$ cat src/rtl/result_stream_source.sv
// Result FIFO feeding the Xillybus read_32 stream: one frame of frame_words words per file open.
// Optional protocol checker enabled by defining RESULT_STREAM_ERRCHK_EN.
module result_stream_source #(
  parameter int FIFO_AW = 6,
  parameter int FRAME_W = 24
) (
  input  logic               bus_clk,
  input  logic               bus_rst,
  input  logic               user_r_read_32_rden,
  input  logic               user_r_read_32_open,
  output logic [31:0]        user_r_read_32_data,
  output logic               user_r_read_32_empty,
  output logic               user_r_read_32_eof,
  input  logic [31:0]        res_data,
  input  logic               res_valid,
  output logic               res_ready,
  input  logic [FRAME_W-1:0] frame_words,
  output logic               frame_done,
  output logic [FIFO_AW:0]   fifo_level,
  output logic               err_sticky
);

  localparam int unsigned DEPTH = 1 << FIFO_AW;

  typedef enum logic [1:0] {IDLE, STREAM, DRAIN, DONE} state_t;

  state_t               state_q, state_d;
  logic                 open_q;
  logic [FIFO_AW-1:0]   wr_ptr_q, wr_ptr_d, rd_ptr_q, rd_ptr_d;
  logic [FIFO_AW:0]     level_q, level_d;
  logic [FRAME_W-1:0]   frame_len_q, frame_len_d, acc_cnt_q, acc_cnt_d;
  logic                 empty_q, empty_d, eof_q, eof_d, done_q, done_d;
  logic [31:0]          data_q;
  logic [31:0]          mem [DEPTH];
  logic                 push, pop, full, open_rise;

  assign full      = (level_q == (FIFO_AW+1)'(DEPTH));
  assign res_ready = (state_q == STREAM) && !full && (acc_cnt_q < frame_len_q);
  assign push      = res_valid & res_ready;
  assign pop       = user_r_read_32_rden & ~empty_q;
  assign open_rise = user_r_read_32_open & ~open_q;

  always_comb begin
    state_d     = state_q;
    frame_len_d = frame_len_q;
    acc_cnt_d   = acc_cnt_q;
    wr_ptr_d    = push ? wr_ptr_q + 1'b1 : wr_ptr_q;
    rd_ptr_d    = pop  ? rd_ptr_q + 1'b1 : rd_ptr_q;
    level_d     = level_q + {{FIFO_AW{1'b0}}, push} - {{FIFO_AW{1'b0}}, pop};
    case (state_q)
      IDLE: begin
        if (open_rise) begin
          frame_len_d = frame_words;
          acc_cnt_d   = '0;
          state_d     = (frame_words == '0) ? DONE : STREAM;
        end
      end
      STREAM: begin
        if (push) begin
          acc_cnt_d = acc_cnt_q + 1'b1;
          if (acc_cnt_q + 1'b1 == frame_len_q) state_d = DRAIN;
        end
      end
      DRAIN: begin
        if (level_q == '0 && !pop) state_d = DONE;
      end
      default: ;
    endcase
    // Closing the file abandons the frame: unread words are simply dropped.
    if (!user_r_read_32_open) begin
      state_d  = IDLE;
      wr_ptr_d = '0;
      rd_ptr_d = '0;
      level_d  = '0;
    end
    empty_d = ((state_d != STREAM) && (state_d != DRAIN)) || (level_d == '0);
    eof_d   = (state_d == DONE);
    done_d  = (state_d == DONE) && (state_q != DONE);
  end

  always_ff @(posedge bus_clk) begin
    if (push) mem[wr_ptr_q] <= res_data;
  end

  always_ff @(posedge bus_clk) begin
    if (bus_rst) begin
      state_q     <= IDLE;
      open_q      <= 1'b0;
      wr_ptr_q    <= '0;
      rd_ptr_q    <= '0;
      level_q     <= '0;
      frame_len_q <= '0;
      acc_cnt_q   <= '0;
      empty_q     <= 1'b1;
      eof_q       <= 1'b0;
      done_q      <= 1'b0;
      data_q      <= '0;
    end else begin
      state_q     <= state_d;
      open_q      <= user_r_read_32_open;
      wr_ptr_q    <= wr_ptr_d;
      rd_ptr_q    <= rd_ptr_d;
      level_q     <= level_d;
      frame_len_q <= frame_len_d;
      acc_cnt_q   <= acc_cnt_d;
      empty_q     <= empty_d;
      eof_q       <= eof_d;
      done_q      <= done_d;
      if (pop) data_q <= mem[rd_ptr_q];
    end
  end

`ifdef RESULT_STREAM_ERRCHK_EN
  logic err_q;
  always_ff @(posedge bus_clk) begin
    if (bus_rst) begin
      err_q <= 1'b0;
    end else if ((user_r_read_32_rden & empty_q) ||
                 (res_valid && state_q == DONE) ||
                 (open_rise && level_q != '0)) begin
      err_q <= 1'b1;
    end
  end
  assign err_sticky = err_q;
`else
  assign err_sticky = 1'b0;
`endif

  assign user_r_read_32_data  = data_q;
  assign user_r_read_32_empty = empty_q;
  assign user_r_read_32_eof   = eof_q;
  assign frame_done           = done_q;
  assign fifo_level           = level_q;

endmodule

$ cat config.mk
export PLATFORM = sky130hd
export DESIGN_NAME = result_stream_source
export DESIGN_NICKNAME = d
export VERILOG_FILES = /design/src/rtl/result_stream_source.sv
export SDC_FILE = /design/constraint.sdc
export NUM_CORES = 2
export LEC_CHECK = 0
export ABC_AREA = 1
export CAP_MARGIN = 20
export CELL_PAD_IN_SITES_DETAIL_PLACEMENT = 0
export CELL_PAD_IN_SITES_GLOBAL_PLACEMENT = 1
export CORE_MARGIN = 2
export CORE_UTILIZATION = 50
export DETAILED_ROUTE_END_ITERATION = 8
export MAX_ROUTING_LAYER = met4
export PLACE_DENSITY = 0.86
export SKIP_LAST_GASP = 1
export SLEW_MARGIN = 10
export SYNTH_ARGS = -nofsm -noshare
export SYNTH_HDL_FRONTEND = slang
export SYNTH_SLANG_ARGS = --single-unit
$ cat constraint.sdc
create_clock -name bus_clk -period 6.3 [get_ports bus_clk]
set_input_delay 1.26 -clock bus_clk [delete_from_list [all_inputs] [get_ports bus_clk]]
set_output_delay 1.26 -clock bus_clk [all_outputs]
set_load 0.02 [all_outputs]
**Yosys cells after proc, flatten, opt, wreduce, memory -nomap -nowiden**

Memories as Yosys holds them, arrays and structs flattened. A register that Yosys moved wholly into a read port is not among the register bits.
Cells that the tools add are included.
W data, S select, Z words.

- Add/subtract/negate cells: 5
- Magnitude comparators: 1
- Eq/ne operators: 10
- Mux-type cells: 13
- Bitwise logic cells: 6
- Reductions and logical operators: 16

Operator list:

| cell | number |
|---|---|
| $mux W24 | 2 |
| $pmux W24 S2 | 1 |
| $add A24 B1 Y24 const B | 1 |
| $eq A24 B24 Y1 | 1 |
| $logic_not A24 Y1 | 1 |
| $lt A24 B24 Y1 | 1 |
| $logic_not A7 Y1 | 2 |
| $add A6 B1 Y6 const B | 2 |
| $mux W2 | 6 |
| $ne A2 B2 Y1 const B | 4 |
| $add A7 B1 Y7 | 1 |
| $eq A7 B7 Y1 const B | 1 |
| $mux W7 | 1 |
| $sub A7 B1 Y7 | 1 |
| $pmux W2 S3 | 1 |
| $logic_and A1 B1 Y1 | 5 |
| $eq A2 B2 Y1 const B | 2 |
| $and A1 B1 Y1 | 3 |
| $not A1 Y1 | 3 |
| $reduce_and A3 Y1 | 1 |
| $eq A2 B1 Y1 const B | 1 |
| $logic_not A1 Y1 | 2 |
| $logic_not A2 Y1 | 1 |
| $mux W1 | 2 |
| other kinds (5) | 5 |

- Register bits after elaboration: 73
- RAM bits: 2048
- Output and inout bits: 44
- Logic and storage cells: 62
- Memories kept: 1

Memory list:

| name | words | bits a word | read ports | clocked after memory_dff | write ports | line | source |
|---|---|---|---|---|---|---|---|
| mem | 64 | 32 | 1 | 1 | 1 | 34 | `logic [31:0] mem [DEPTH];` |

**Depth between registers and ports, before layout**

- Word-level depth: 11
- Depth in mapped cells: 24
- Mapped depth without buffers: 24

**Worst setup path after synthesis**

OpenSTA, ideal clock, no wires.

- Path kind: input to register
- Start point: in user_r_read_32_rden
- End point: reg empty_q (netlist: user_r_read_32_empty)
- Setup time: 130 ps
- Data arrival time: 3850 ps
- Data required time: 6170 ps
- Setup slack: 2320 ps
- Cell stages on the path: 19
- Cells stage by stage: inv_1 > nor2_1 > clkbuf_1 > buf_1 > ha_1 > inv_1 > ha_1 > inv_1 > fa_1 > inv_1 > nand2_1 > a21oi_1 > o21ai_0 > nand2_1 > a21oi_1 > a21oi_1 > o21ai_0 > nand4_1 > nand3_1

- Longest elaborated chain between the ends: 9
- Elaborated cells on any way between the ends: 13
- Classes of those cells: add/sub (1); eq/ne (2); mux (4); bitwise (1); reduce/logical (5)

Ends and longest elaborated chain:

| element | line | source |
|---|---|---|
| from (decl) | 9 | `input logic user_r_read_32_rden,` |
| $and A1 B1 Y1 (*) | 40 | `assign pop = user_r_read_32_rden & ~empty_q;` |
| via pop | 35 | `logic push, pop, full, open_rise;` |
| parallel branches: the longest is 7 deep, another holds $sub A7 B1 Y7 | n/a |  |
| $logic_or A1 B1 Y1 (*) | 76 | `empty_d = ((state_d != STREAM) && (state_d != DRAIN)) \|\| (level_d == '0);` |
| to (signal assigned) | 106 | `empty_q <= empty_d;` |
| to (decl) | 32 | `logic empty_q, empty_d, eof_q, eof_d, done_q, done_d;` |

Mark *: on every way through the listed nets, which the timed path passes.
A chain may end at the register's enable or synchronous reset.

**Worst setup path after layout**

- Start point: reg acc_cnt_q[21]
- End point: out res_ready

- Longest elaborated chain between the ends: 2

Ends and longest elaborated chain:

| element | line | source |
|---|---|---|
| from (decl) | 31 | `logic [FRAME_W-1:0] frame_len_q, frame_len_d, acc_cnt_q, acc_cnt_d;` |
| from (signal assigned) | 105 | `acc_cnt_q <= acc_cnt_d;` |
| $lt A24 B24 Y1 | 38 | `assign res_ready = (state_q == STREAM) && !full && (acc_cnt_q < frame_len_q);` |
| $logic_and A1 B1 Y1 | 38 |  |
| to (decl) | 16 | `output logic res_ready,` |

Every way passes these cells.

==> flow_summary.toml <==
[status]
status = "completed"

[sta]
fin_crit_ps = 4250
hold_viol = 0
rsz0062_at_grt = "false"
tightest_slew_ps = 1120
clock_skew_ps = 55.4
timing.final.crit_share_pct = 67.5
slew_violations = 0
fmax_mhz = 235
setup_violations = 0
hold_ws_ps = 493
setup_slack_ps = 2050
worst_slew_margin_rel_pct = 25.3
setup-tns-final_ps = 0

[floorplanning]
die_y_um = 417
die_width_um = 417
core_area_um2 = 169000
row_count = 151
start_util_pct = 50.4
die-area_um2 = 174000
ios = 105

[synth]
ys_types = 48
synthCells = 6631
syn_area_um2 = 85400
yosys.area.top_type = "edfxtp_1"
synth-seq-cells = 2153
ys_warn_count = 0
ys.flop_type = "edfxtp_1"
synth_edf_count = 2048
syn_nets = 6730
synthTopCellsByArea = "edfxtp_1, o21ai_0, nor2_1"
async_flop_share_pct = 0
ys_seq_area_share_pct = 74.4
synth_top_area_share_pct = 72.0
syn_area_per_cell_um2 = 12.9

[drt]
drt-pass1-iter-count = 8
routed_via_density = 6.24
wl_mm = 238
ant_nets = 0
wl_per_cell_um = 26.4
first_iter_violations = 8601
via_count = 56200
drc = 0

[setup_path]
crit_path_end_kind = "output port"
crit_type = "register to output port"
cp_max_fo = 7
startpoint_type = "register"
worst_ep_required_time_ps = 5040
cp.arrival_ps = 2990
slowest_stage = "clkdlybuf4s50_1"
worstPathCellList = "ha_1 > nand2_1 > inv_1 > o21ai_0 > nand3_1 > nor2_2 > nand2_1 > inv_1 > nand2_1 > inv_1 > clkdlybuf4s50_1"
cp_slowest_stage_delay_ps = 610

[cts]
ctsLongestPathBuffers = 3
cts_sinks = 2153
cts_tree = "built"
cts_made_buffers = 212
worst_skew_pair.late_latency_ps = 880
ctsHoldBuffers = 0
h-tree-depth = 4
clkSlewWorstSetupHoldPaths_ps = 60
post_cts.repair.setup_buffers = 0
cts_resized = 0
clockRootBuffer = "clkbuf_16"

[grt]
grt_antenna_before_repair = 7
grt_pass1_wl_mm = 350
grt_max_degree = 197
overflow = 0
grt_pass1_vias = 53000
grt_use_total_pct = 27.7

[power_and_ir_drop]
vdd_drop_max_mv = 0.283
cellLeakagePower_nw = 30.6
p_per_area_nw_per_um2 = 302
power_mw = 28.8

[placement]
dpl.cell_count = 8599
preCtsSetupSlack_ps = 1830
hpwl_mm = 131
placed_area_um2 = 88600
gp_routability_congestion = 0.887
io_buffer_count = 103

[flow_run]
drv_cap = 0

[cells_and_area]
layout-drive-gt1-share_pct = 7.77
final_nets = 6699
syn_to_final_growth_pct = 11.5
final_area_um2 = 95300
fin_cells = 8994
utilization_pct = 56.2

[worst_hold_path]
hp-class = "register to register"
-- worst paths after layout --
| kind | start | end | slack, ps | cells after the start |
|---|---|---|---|---|
| setup / recovery | acc_cnt_q[21] | res_ready | 2050 | 11 |
| hold / removal | frame_len_q[0] | frame_len_q[0] | 490 | 2 |
| setup reg to reg | acc_cnt_q[21] | mem[32][14] | 2400 | 11 |
| hold reg to reg | frame_len_q[0] | frame_len_q[0] | 490 | 2 |
-- synthesized netlist by cell type (all sizes together), types with 2 or more instances --
cell type  instances
edfxtp          2048
o211ai            92
nor2            1231
a31oi              3
dfxtp            105
o221ai           174
o22ai            303
xnor2              2
a21oi            172
o21ai           1086
inv              135
buf              169
xnor3              3
o21a               3
o211a              3
nand3b             2
clkbuf           295
nand2            345
nor4               8
nand4             36
ha                37
o21bai             4
a211oi             6
nand3            351
nor3               9
-- power by group --
part / internal (mW) / switching, mW / leakage [nW] / total (mW)
Clock: 6.62 / 5.42 / 3.19 / 12.0
Combinational: 0.238 / 0.743 / 8.18 / 0.981
Sequential: 15.7 / 0.0452 / 19.3 / 15.7
-- kinds of logic after synthesis --
group	synth area share [%]
other cells	0.00439
fa+ha+maj	0.565
compound gates	12.4
simple gates	9.47
flops	74.4
buf+inv	3.04
xor+xnor	0.110
-- sequential cells by signal, indices dropped and copies added, names as in the netlist --
name / count
wr_ptr_q: 6
user_r_read_32_empty: 1
acc_cnt_q: 24
rd_ptr_q: 6
frame_len_q: 24
mem: 2048
state_q: 2
user_r_read_32_eof: 1
fifo_level: 7
frame_done: 1
user_r_read_32_data: 32
open_q: 1
-- placed cells by master (no fill, tap or decap), types with 5 or more instances in the layout --
master | synthesis | layout
o22ai_1 | 303 | 303
nand3_1 | 351 | 351
clkinv_16 | 0 | 5
clkbuf_1 | 295 | 54
nand2_1 | 343 | 343
inv_2 | 7 | 6
clkinv_1 | 1 | 51
nor2_4 | 2 | 68
edfxtp_1 | 2048 | 2048
ha_1 | 37 | 37
nor3_1 | 8 | 8
clkinv_8 | 0 | 5
a211oi_1 | 5 | 5
bufinv_16 | 0 | 9
nor2_1 | 1227 | 1161
dfxtp_1 | 105 | 100
clkdlybuf4s50_1 | 0 | 70
clkbuf_16 | 0 | 213
o21ai_1 | 48 | 48
o21ai_0 | 1038 | 1038
inv_1 | 127 | 123
clkinv_2 | 0 | 35
nand4_1 | 35 | 35
buf_4 | 27 | 127
nor4_1 | 7 | 7
clkinvlp_4 | 0 | 5
inv_16 | 0 | 5
buf_12 | 0 | 17
a21oi_1 | 172 | 172
o221ai_1 | 174 | 174
o211ai_1 | 92 | 92
-- layer usage --
metal	up-vias	global-route usage [%]	share of wire (%)	wire length, um
met2	3252	41.3	46	109000
met1	27800	38.0	39	92600
met4	0	11.4	4.3	10200
met5	-	-	0	0
li1	24700	-	-	-
met3	436	4.89	11	25600
-- layout make-up --
class / count / area (um^2)
Tap cell: 2218 / 2780
Antenna cell: 4 / 10.0
Fill cell: 13100 / 74200
Timing Repair Buffer: 219 / 2040
Inverter: 136 / 549
Multi-Input combinational cell: 3878 / 19700
Clock buffer: 268 / 5550
Clock inverter: 118 / 1030
Sequential cell: 2153 / 63600
-- worst max-delay path: cells and delay by family (launching register included) --
family | cells | cell delay (ps)
adders and majority gates | 1 | 280
DFF | 1 | 430
buffers and inverters | 4 | 760
AOI/OAI and AO/OA | 1 | 140
and+or+nand+nor | 5 | 510
No activity file was read; power rests on OpenSTA's default activity.
